[src/rtl/oled_pkg.sv]
// oled_pkg
// Shared definitions for the OLED SPI responder: geometry defaults,
// SSD1306 opcodes, addressing-mode and decoder-state enums, and a helper
// that maps the memory-mode argument onto an addressing mode.
package oled_pkg;

  localparam int COLS_DEF  = 128;
  localparam int PAGES_DEF = 8;

  localparam logic [7:0] CONTRAST_RST = 8'h7F;

  // Opcodes followed by one argument byte
  localparam logic [7:0] OP_MEM_MODE    = 8'h20;
  localparam logic [7:0] OP_CONTRAST    = 8'h81;
  localparam logic [7:0] OP_CHARGE_PUMP = 8'h8D;
  localparam logic [7:0] OP_MUX_RATIO   = 8'hA8;
  localparam logic [7:0] OP_DISP_OFFSET = 8'hD3;
  localparam logic [7:0] OP_CLK_DIV     = 8'hD5;
  localparam logic [7:0] OP_PRECHARGE   = 8'hD9;
  localparam logic [7:0] OP_COM_PINS    = 8'hDA;
  localparam logic [7:0] OP_VCOMH       = 8'hDB;

  // Opcodes followed by two argument bytes (start, end)
  localparam logic [7:0] OP_COL_ADDR    = 8'h21;
  localparam logic [7:0] OP_PAGE_ADDR   = 8'h22;

  // Single-byte opcodes
  localparam logic [7:0] OP_DISP_OFF    = 8'hAE;
  localparam logic [7:0] OP_DISP_ON     = 8'hAF;
  localparam logic [7:0] OP_ENTIRE_OFF  = 8'hA4;
  localparam logic [7:0] OP_ENTIRE_ON   = 8'hA5;
  localparam logic [7:0] OP_NORMAL      = 8'hA6;
  localparam logic [7:0] OP_INVERT      = 8'hA7;
  localparam logic [7:0] OP_SEG_REMAP0  = 8'hA0;
  localparam logic [7:0] OP_SEG_REMAP1  = 8'hA1;
  localparam logic [7:0] OP_COM_INC     = 8'hC0;
  localparam logic [7:0] OP_COM_DEC     = 8'hC8;

  typedef enum logic [1:0] {
    HORIZ = 2'd0,
    VERT  = 2'd1,
    PAGE  = 2'd2
  } addr_mode_e;

  typedef enum logic [1:0] {
    ST_IDLE = 2'd0,
    ST_ARG1 = 2'd1,
    ST_ARG2 = 2'd2
  } dec_state_e;

  // Argument value 3 is reserved on the panel; treat it as page mode.
  function automatic addr_mode_e mode_from_arg(input logic [1:0] arg);
    addr_mode_e m;
    case (arg)
      2'd0:    m = HORIZ;
      2'd1:    m = VERT;
      default: m = PAGE;
    endcase
    return m;
  endfunction

endpackage

[src/rtl/oled_spi_deser.sv]
// oled_spi_deser
// Oversampling front end of the OLED link. Synchronises the five link
// inputs into clk, detects rising SCK edges and shifts MOSI in MSB-first.
// Ports:
//   clk, rst                  system clock, synchronous active-high reset
//   spi_sck/mosi/dc/cs/reset  raw link inputs (cs and reset active-low)
//   byte_valid                one-cycle pulse per completed byte
//   byte_data, byte_is_data   received byte and the DC level seen at bit 0
//   link_rst                  synchronised display reset (active-high)
module oled_spi_deser import oled_pkg::*; #(
  parameter int SYNC_STAGES = 2
) (
  input  logic       clk,
  input  logic       rst,
  input  logic       spi_sck,
  input  logic       spi_mosi,
  input  logic       spi_dc,
  input  logic       spi_cs,
  input  logic       spi_reset,
  output logic       byte_valid,
  output logic [7:0] byte_data,
  output logic       byte_is_data,
  output logic       link_rst
);

  logic [SYNC_STAGES-1:0] sck_sync, mosi_sync, dc_sync, cs_sync, rstn_sync;
  logic                   sck_s, mosi_s, dc_s, cs_s;
  logic                   sck_prev;
  logic                   sck_rise;
  logic [2:0]             bit_cnt;
  logic [6:0]             shreg;

  assign sck_s    = sck_sync[SYNC_STAGES-1];
  assign mosi_s   = mosi_sync[SYNC_STAGES-1];
  assign dc_s     = dc_sync[SYNC_STAGES-1];
  assign cs_s     = cs_sync[SYNC_STAGES-1];
  assign link_rst = ~rstn_sync[SYNC_STAGES-1];
  assign sck_rise = ~sck_prev & sck_s;

  always_ff @(posedge clk) begin
    if (rst) begin
      // Idle levels, so leaving reset never looks like an SCK edge or a
      // display reset.
      sck_sync     <= '1;
      mosi_sync    <= '0;
      dc_sync      <= '0;
      cs_sync      <= '1;
      rstn_sync    <= '1;
      sck_prev     <= 1'b1;
      bit_cnt      <= 3'd7;
      shreg        <= '0;
      byte_valid   <= 1'b0;
      byte_data    <= '0;
      byte_is_data <= 1'b0;
    end else begin
      // Shift in at the LSB; the cast drops the oldest sample off the top.
      sck_sync  <= SYNC_STAGES'({sck_sync,  spi_sck});
      mosi_sync <= SYNC_STAGES'({mosi_sync, spi_mosi});
      dc_sync   <= SYNC_STAGES'({dc_sync,   spi_dc});
      cs_sync   <= SYNC_STAGES'({cs_sync,   spi_cs});
      rstn_sync <= SYNC_STAGES'({rstn_sync, spi_reset});
      sck_prev  <= sck_s;

      if (link_rst) begin
        bit_cnt      <= 3'd7;
        shreg        <= '0;
        byte_valid   <= 1'b0;
        byte_data    <= '0;
        byte_is_data <= 1'b0;
      end else begin
        byte_valid <= 1'b0;
        if (cs_s) begin
          bit_cnt <= 3'd7;
        end else if (sck_rise) begin
          shreg <= {shreg[5:0], mosi_s};
          if (bit_cnt == 3'd0) begin
            byte_valid   <= 1'b1;
            byte_data    <= {shreg, mosi_s};
            byte_is_data <= dc_s;
            bit_cnt      <= 3'd7;
          end else begin
            bit_cnt <= bit_cnt - 3'd1;
          end
        end
      end
    end
  end

endmodule

[src/rtl/oled_spi_rx.sv]
// oled_spi_rx
// Display side of the 4-wire SSD1306-style OLED SPI link. Decodes the
// command stream into display state and turns GDDRAM data bytes into
// framebuffer write strobes.
// Ports:
//   clk, rst                    system clock, synchronous active-high reset
//   spi_sck/mosi/dc/cs/reset    link inputs (cs and reset active-low)
//   byte_valid/data/is_data     raw received-byte stream
//   fb_we, fb_addr, fb_wdata    framebuffer write (addr = page*COLS + col)
//   display_on, contrast,
//   invert, cmd_error           decoded display state (cmd_error sticky)
//
// Decoder states:
//   state   | meaning
//   IDLE    | expecting an opcode
//   ARG1    | expecting first argument of cur_op
//   ARG2    | expecting second argument of 0x21 / 0x22
//
// Page-mode column nibble commands assume 32 <= COLS <= 256.
module oled_spi_rx import oled_pkg::*; #(
  parameter int COLS        = COLS_DEF,
  parameter int PAGES       = PAGES_DEF,
  parameter int SYNC_STAGES = 2
) (
  input  logic                           clk,
  input  logic                           rst,
  input  logic                           spi_sck,
  input  logic                           spi_mosi,
  input  logic                           spi_dc,
  input  logic                           spi_cs,
  input  logic                           spi_reset,
  output logic                           byte_valid,
  output logic [7:0]                     byte_data,
  output logic                           byte_is_data,
  output logic                           fb_we,
  output logic [$clog2(COLS*PAGES)-1:0]  fb_addr,
  output logic [7:0]                     fb_wdata,
  output logic                           display_on,
  output logic [7:0]                     contrast,
  output logic                           invert,
  output logic                           cmd_error
);

  localparam int CW = $clog2(COLS);
  localparam int PW = $clog2(PAGES);
  localparam int AW = $clog2(COLS*PAGES);

  logic          link_rst;
  dec_state_e    state;
  logic [7:0]    cur_op;
  addr_mode_e    addr_mode;
  logic [CW-1:0] col, col_start, col_end;
  logic [PW-1:0] page, page_start, page_end;
  logic [CW-1:0] col_inc, col_nxt, col_lo, col_hi;
  logic [PW-1:0] page_inc, page_nxt;

  oled_spi_deser #(
    .SYNC_STAGES (SYNC_STAGES)
  ) u_deser (
    .clk          (clk),
    .rst          (rst),
    .spi_sck      (spi_sck),
    .spi_mosi     (spi_mosi),
    .spi_dc       (spi_dc),
    .spi_cs       (spi_cs),
    .spi_reset    (spi_reset),
    .byte_valid   (byte_valid),
    .byte_data    (byte_data),
    .byte_is_data (byte_is_data),
    .link_rst     (link_rst)
  );

  // Pointer advance after a GDDRAM write, wrapping inside the window.
  always_comb begin
    col_inc  = (col == col_end) ? col_start : col + CW'(1);
    page_inc = (page == page_end) ? page_start : page + PW'(1);
    col_nxt  = col;
    page_nxt = page;
    case (addr_mode)
      HORIZ: begin
        col_nxt = col_inc;
        if (col == col_end) page_nxt = page_inc;
      end
      VERT: begin
        page_nxt = page_inc;
        if (page == page_end) col_nxt = col_inc;
      end
      default: col_nxt = col_inc;
    endcase
  end

  // Page-mode column pointer with one nibble replaced.
  assign col_lo = {col[CW-1:4], byte_data[3:0]};
  assign col_hi = {byte_data[CW-5:0], col[3:0]};

  always_ff @(posedge clk) begin
    if (rst || link_rst) begin
      state      <= ST_IDLE;
      cur_op     <= '0;
      addr_mode  <= PAGE;
      col        <= '0;
      col_start  <= '0;
      col_end    <= CW'(COLS - 1);
      page       <= '0;
      page_start <= '0;
      page_end   <= PW'(PAGES - 1);
      fb_we      <= 1'b0;
      fb_addr    <= '0;
      fb_wdata   <= '0;
      display_on <= 1'b0;
      contrast   <= CONTRAST_RST;
      invert     <= 1'b0;
      cmd_error  <= 1'b0;
    end else begin
      fb_we <= 1'b0;
      if (byte_valid && byte_is_data) begin
        // Data bytes never move the decoder, even mid-argument.
        fb_we    <= 1'b1;
        fb_addr  <= AW'(page) * AW'(COLS) + AW'(col);
        fb_wdata <= byte_data;
        col      <= col_nxt;
        page     <= page_nxt;
      end else if (byte_valid) begin
        case (state)
          ST_IDLE: begin
            case (byte_data) inside
              OP_DISP_OFF: display_on <= 1'b0;
              OP_DISP_ON:  display_on <= 1'b1;
              OP_NORMAL:   invert     <= 1'b0;
              OP_INVERT:   invert     <= 1'b1;
              // Accepted but with no effect on the mirrored state.
              OP_ENTIRE_OFF, OP_ENTIRE_ON, OP_SEG_REMAP0, OP_SEG_REMAP1,
              OP_COM_INC, OP_COM_DEC, [8'h40:8'h7F]: ;
              [8'hB0:8'hB7]: page <= PW'(byte_data[2:0]);
              [8'h00:8'h0F]: col  <= col_lo;
              [8'h10:8'h1F]: col  <= col_hi;
              OP_MEM_MODE, OP_CONTRAST, OP_CHARGE_PUMP, OP_MUX_RATIO,
              OP_DISP_OFFSET, OP_CLK_DIV, OP_PRECHARGE, OP_COM_PINS,
              OP_VCOMH, OP_COL_ADDR, OP_PAGE_ADDR: begin
                cur_op <= byte_data;
                state  <= ST_ARG1;
              end
              default: cmd_error <= 1'b1;
            endcase
          end
          ST_ARG1: begin
            state <= ST_IDLE;
            case (cur_op)
              OP_MEM_MODE: addr_mode <= mode_from_arg(byte_data[1:0]);
              OP_CONTRAST: contrast  <= byte_data;
              OP_COL_ADDR: begin
                col_start <= byte_data[CW-1:0];
                col       <= byte_data[CW-1:0];
                state     <= ST_ARG2;
              end
              OP_PAGE_ADDR: begin
                page_start <= byte_data[PW-1:0];
                page       <= byte_data[PW-1:0];
                state      <= ST_ARG2;
              end
              default: ;
            endcase
          end
          ST_ARG2: begin
            state <= ST_IDLE;
            if (cur_op == OP_COL_ADDR) col_end  <= byte_data[CW-1:0];
            else                       page_end <= byte_data[PW-1:0];
          end
          default: state <= ST_IDLE;
        endcase
      end
    end
  end

endmodule
[config.mk]
export PLATFORM = sky130hd
export DESIGN_NAME = oled_spi_rx
export DESIGN_NICKNAME = d
export VERILOG_FILES = /design/src/rtl/oled_pkg.sv /design/src/rtl/oled_spi_deser.sv /design/src/rtl/oled_spi_rx.sv
export SDC_FILE = /design/constraint.sdc
export NUM_CORES = 1
export LEC_CHECK = 0
export ABC_AREA = 1
export CAP_MARGIN = 20
export CORE_ASPECT_RATIO = 1.2
export CORE_MARGIN = 2
export CORE_UTILIZATION = 60
export DETAILED_ROUTE_END_ITERATION = 12
export GPL_ROUTABILITY_DRIVEN = 0
export GPL_TIMING_DRIVEN = 0
export PLACE_DENSITY_LB_ADDON = 0.3
export SYNTH_ARGS = -nofsm -noshare
export SYNTH_HDL_FRONTEND = slang
export SYNTH_SLANG_ARGS = --single-unit
[constraint.sdc]
create_clock -name clk -period 3.19 [get_ports clk]
set_input_delay 0.638 -clock clk [delete_from_list [all_inputs] [get_ports clk]]
set_output_delay 0.638 -clock clk [all_outputs]
set_load 0.05 [all_outputs]
==> flow_summary.toml, run 1 <==
[clock_tree]
postCtsHoldBufs = 0
clk_pin_slew_ns = 0.11
cts_sinks = 103
post_cts_resized = 0
clockBufferDepth = 2
cts_tree = "done"
cts-root-buf = "clkbuf_8"
cts_setup_buffers = 0
htreeDepth = 3
cts_made_buffers = 9
clkLatencyLatePin_ns = 0.38

[floorplan]
die_w_um = 85.7
io_pins = 47
core-area_um2 = 7750
rows = 35
initial_core_util_pct = 62.1
die-area_um2 = 8750
fp.dieH_um = 102

[setup_path]
slowest_stage = "clkdlybuf4s50_1"
r2r_slack_ns = 1.22
slowest_delay_ns = 0.88
worstSetupEndpointType = "output pin"
crit_fanout = 8
start_kind = "flop"
reg2reg_to = "col[1]"
reg2regPathDepth = 10
crit_chain = "clkdlybuf4s50_1"
crit_family = "buffers and inverters"
critPathKind = "reg -> out"
critPathArrivalTime_ns = 1.82
required_ns = 2.55
reg2reg_from = "u_deser.byte_data[6]"
critPathBufInv = 1

[grt]
grt_use_total_pct = 30.0
grtUsageMet2_pct = 51.6
grt_max_degree = 21
antenna_found_initial = 0
grt_util_met1_pct = 33.8
grt_pass1_vias = 4493
grt-ovfl-total = 0
grt_pass1_wl_um = 20400
use_met3_pct = 5.98
busiest_layer = "met2"

[yosys]
synth_nets = 674
synth_flop_cell = "dfxtp_1"
synth_top_area_share_pct = 42.9
async_reset_ff_share_pct = 0
synth_commonest_cells = "nand2_1, dfxtp_1, nor2_1, inv_1, a21oi_1"
ys_ff_latch = 103
yosysTopAreaCell = "dfxtp_1"
synth_area_um2 = 4810
syn_avg_cell_area_um2 = 7.25
synth-edff-count = 0
yosysUniqueCellTypes = 36
postSynthCellCount = 663
yosysMostFrequentCell = "nand2_1"
seq_area_frac_synth_pct = 42.9
yosys_warnings = 0
synth_top_cells_by_area = "dfxtp_1, nand2_1, nor2_1, a21oi_1, o21ai_0"

[timing]
worst_pin_slew_ns = 0.582
whs_ns = 0.408
slew_headroom_pct = 61.2
min_period_ns = 2.46
skew_ns = 0.0166
setup_ws_ns = 0.731
hold_viol = 0
max_freq_mhz = 407
rsz0062_at_grt = "no"
finalCritPeriodShare_pct = 77.1
slew_viol_final = 0
fin_tns_setup_ns = 0
setup_viol = 0

[detailed_routing]
vias = 4674
drtPass1Iterations = 10
drc = 2
wirelength_um = 12800
drt.antenna.violating_nets = 0
routedWlPerCell_um = 15.7
via_per_inst = 5.72
drt_iter0_drc = 425

[place]
place_hpwl_um = 9250
port_buffers = 46
dp_worst_setup_slack_ns = 0.692

[worst_hold_path]
hold_path_class = "reg -> reg"
hold_end = "u_deser.dc_sync[1]"
hold_depth = 2
hp-start = "u_deser.dc_sync[0]"

[outcome]
violations = "DRC"
status = "finished with violations"

[final_layout]
diodes = 0
utilization_pct = 72.3
area_growth_pct = 16.6
layout.nets = 731
drive_above_1_share_pct = 11.7

[job]
maxCapViolCount = 0

[power_and_ir_drop]
powerDensity_nw_per_um2 = 401
vdd_ir_drop_max_uv = 277
total_power_uw = 2250
p_leak_uw = 0.00248
## power breakdown
part	internal, µW	switching (µW)	leakage (µW)	total (µW)
Clock	388	501	0.000112	890
Combinational	20.6	41.9	0.00153	62.6
Sequential	1290	2.53	0.000833	1290
## through the flow
| stage | cells | instance area, µm² |
|---|---|---|
| CTS | 817 | 5610 |
| finish | 817 | 5610 |
| floorplan | 663 | 4810 |
| global route | 817 | 5610 |
| global placement | 801 | 5390 |
| detailed placement | 801 | 5390 |
## kinds of logic (layout without fill, tap and decap cells)
logic type	Yosys count	after routing	synth area share (%)
compound gates	135	135	15.7
flops	103	103	42.9
buf+inv	100	162	8.77
fa+ha+maj	4	4	1.04
simple gates	310	310	29.6
xor+xnor	11	11	2.00
## cell usage in the layout (no fill, tap or decap), types with 3 or more instances in the layout
cell type and count:
clkbuf_1 9, inv_8 3, a21oi_1 53, inv_2 15, nand3_2 7, o21ai_0 52
nand4_1 7, clkdlybuf4s50_1 46, inv_1 59, ha_1 4, o22ai_1 3, nand3_1 49
buf_2 8, or2_2 6, o211ai_1 20, buf_4 5, xor2_1 5, nor2_4 5
clkbuf_8 9, dfxtp_1 103, nor2_2 8, nor3_1 6, nand2_1 131, nand2_2 6
xnor2_1 6, nor2_1 78
## final cells by class
| type | count | area (µm²) |
|---|---|---|
| timing repair buffer | 46 | 460 |
| inverter | 76 | 288 |
| tap | 92 | 115 |
| clock buffer | 9 | 124 |
| buffer | 24 | 134 |
| clock inverter | 7 | 97.6 |
| fill | 632 | 2140 |
| multi-input combinational | 460 | 2330 |
| sequential | 103 | 2060 |
## routing by layer
layer,routed length [µm],share of wire [%]
met4,660,5.2
met1,4840,38
met2,6320,49
met3,993,7.8
met5,0,0
## worst max path at each step
stage / slack [ns] / end / start / depth (start not counted)
after floorplan: 1.35 / cur_op[5] / u_deser.byte_data[6] / 10
after global placement: 0.69 / page_start[1] / rst / 7
after detailed placement: 0.69 / invert / rst / 7
after CTS: 0.75 / byte_valid / u_deser.byte_valid / 1
after global routing: 0.69 / byte_data[3] / u_deser.byte_data[3] / 1
final: 0.73 / byte_data[3] / u_deser.byte_data[3] / 1
## state kept, by name, indices dropped and copies added, names as in the netlist, 2 cells and up
name,count
cur_op,8
page_end,3
state,2
u_deser.bit_cnt,3
u_deser.shreg,7
col,7
page,3
u_deser.dc_sync,2
col_end,7
u_deser.byte_data,8
fb_wdata,8
u_deser.rstn_sync,2
addr_mode,2
u_deser.cs_sync,2
fb_addr,10
page_start,3
contrast,8
u_deser.mosi_sync,2
u_deser.sck_sync,2
col_start,7
Note: power is estimated with default switching activity, not from simulation.
==> run 2: changes to the inputs <==
Settings changed: CORE_UTILIZATION 60 to 51.
Clock period 3.19 ns to 2.1 ns, I/O delays scaled along.
==> flow_summary.toml, run 2 (synthesis gave the netlist of run 1 again) <==
[outcome]
status = "finished clean"

[clock_tree]
clk_pin_slew_ns = 0.10
clkLatencyLatePin_ns = 0.38
htreeDepth = 3
clockBufferDepth = 2
cts-root-buf = "clkbuf_8"
cts_made_buffers = 9
cts_sinks = 103
cts_tree = "done"

[place]
port_buffers = 46
place_hpwl_um = 9140

[timing]
hold_viol = 0
worst_pin_slew_ns = 0.601
slew_headroom_pct = 59.9
skew_ns = 0.00865
whs_ns = 0.419
slew_viol_final = 0
finalCritPeriodShare_pct = 94.9
setup_viol = 0
max_freq_mhz = 502
rsz0062_at_grt = "no"
min_period_ns = 1.99

[detailed_routing]
via_per_inst = 5.43
wirelength_um = 12600
drc = 0
drtPass1Iterations = 5
drt_iter0_drc = 435
drt.antenna.violating_nets = 0
routedWlPerCell_um = 14.9
vias = 4582

[worst_hold_path]
hold_path_class = "reg -> reg"

[grt]
grt_pass1_vias = 4309
grt_max_degree = 18
grt_pass1_wl_um = 20400
grt_use_total_pct = 25.6
grt-ovfl-total = 0
antenna_found_initial = 0

[final_layout]
fillers = 856
layout_commonest_cell = "nand2_1"
layout.nets = 731
largest_reg_flops = 10
layout_common_cells = "nand2_1, dfxtp_1, nor2_1"
drive_above_1_share_pct = 11.9
area_growth_pct = 17.1
regMostFlops = "fb_addr"
diodes = 0

[setup_path]
crit_chain = "clkdlybuf4s50_1"
worstSetupEndpointType = "output pin"
crit_family = "buffers and inverters"
start_kind = "flop"
critPathArrivalTime_ns = 1.57
crit_fanout = 2
required_ns = 1.68
critPathKind = "reg -> out"
critPathBufInv = 1
slowest_stage = "clkdlybuf4s50_1"
slowest_delay_ns = 0.82
r2r_slack_ns = 0.27

[power_and_ir_drop]
internal_power_uw = 2670
power_frac_comb_pct = 2.8
total_power_uw = 3420
pwr-share-seq_pct = 57.4
p_switching_uw = 753
p_sw_share_pct = 22.0
power_frac_clock_pct = 39.8
vdd_ir_drop_max_uv = 444
powerDensity_nw_per_um2 = 607
p_leak_uw = 0.00251

[floorplan]
die-area_um2 = 10200
initial_core_util_pct = 52.7
io_pins = 47
rows = 38
die_w_um = 92.7
fp.dieH_um = 110
core-area_um2 = 9130

[job]
maxCapViolCount = 0
## run 2: cell types whose count changed in the layout (fill, tap and decap cells not counted), sizes merged
| cell | change |
|---|---|
| bufinv | +1 |
| clkdlybuf4s50 | -7 |
| clkinv | -3 |
| clkinvlp | +2 |
| dlygate4sd2 | +7 |
| inv | -1 |
## run 2: worst paths after layout
path / startpoint / to / depth (start not counted)
worst max-delay path: display_on / display_on / 1
worst min-delay path: u_deser.sck_sync[0] / u_deser.sck_sync[1] / 1
worst max register to register: u_deser.byte_data[3] / cur_op[5] / 10
worst min register to register: u_deser.sck_sync[0] / u_deser.sck_sync[1] / 1
## run 2: worst reg2reg max path: cells and delay by family (launching register included)
| kind | cells | cell delay, ns |
|---|---|---|
| buf+inv | 2 | 0.40 |
| simple gates | 8 | 0.82 |
| flops | 1 | 0.52 |
## run 2: layout make-up
cell class              count  area [µm²]  share of cell area [%]
clock inverters             6        93.8                    1.67
plain buffers              24         135                    2.40
multi-input cells         460        2330                    41.3
clock buffers               9         124                    2.20
flip-flops and latches    103        2060                    36.6
inverters                  76         292                    5.17
repair buffers             46         452                    8.02
well taps                 120         150                    2.66
## run 2: timing repair
action / in CTS / in global routing
setup endpoints to repair: 7 / 11
buffers inserted: 0 / 0
gates resized for setup: 7 / 3
hold buffers: 0 / 0
## run 2: per-stage QoR
step                      worst slack, ns  setup TNS, ns  cell area [µm²]  utilization [%]  cells
final                               0.107              0             5630             61.7    844
after global routing               0.0135              0             5630             61.7    844
after CTS                          0.0843              0             5630             61.7    844
after detailed placement           -0.319         -16.36             5420             59.4    829
after global placement             -0.306         -14.32             5420             59.4    829
after floorplan                     0.256              0             4810                -    663
## run 2: power by group through the flow
stage | registers (µW) | logic [µW] | clock network [µW]
2_1_floorplan | 2010 | 55.9 | 0
3_3_place_gp | 2010 | 90.4 | 0
3_5_place_dp | 2010 | 92.2 | 0
4_1_cts | 1970 | 92.5 | 1380
5_1_grt | 1970 | 104 | 1460
6_report | 1970 | 94.6 | 1360
## run 2: layer usage
metal / wire (µm) / share of wire (%) / track usage [%]
met1: 5140 / 41 / 30.9
met2: 6220 / 49 / 45.0
met3: 995 / 7.9 / 4.62
met4: 252 / 2.0 / 11.0
met5: 0 / 0 / 0
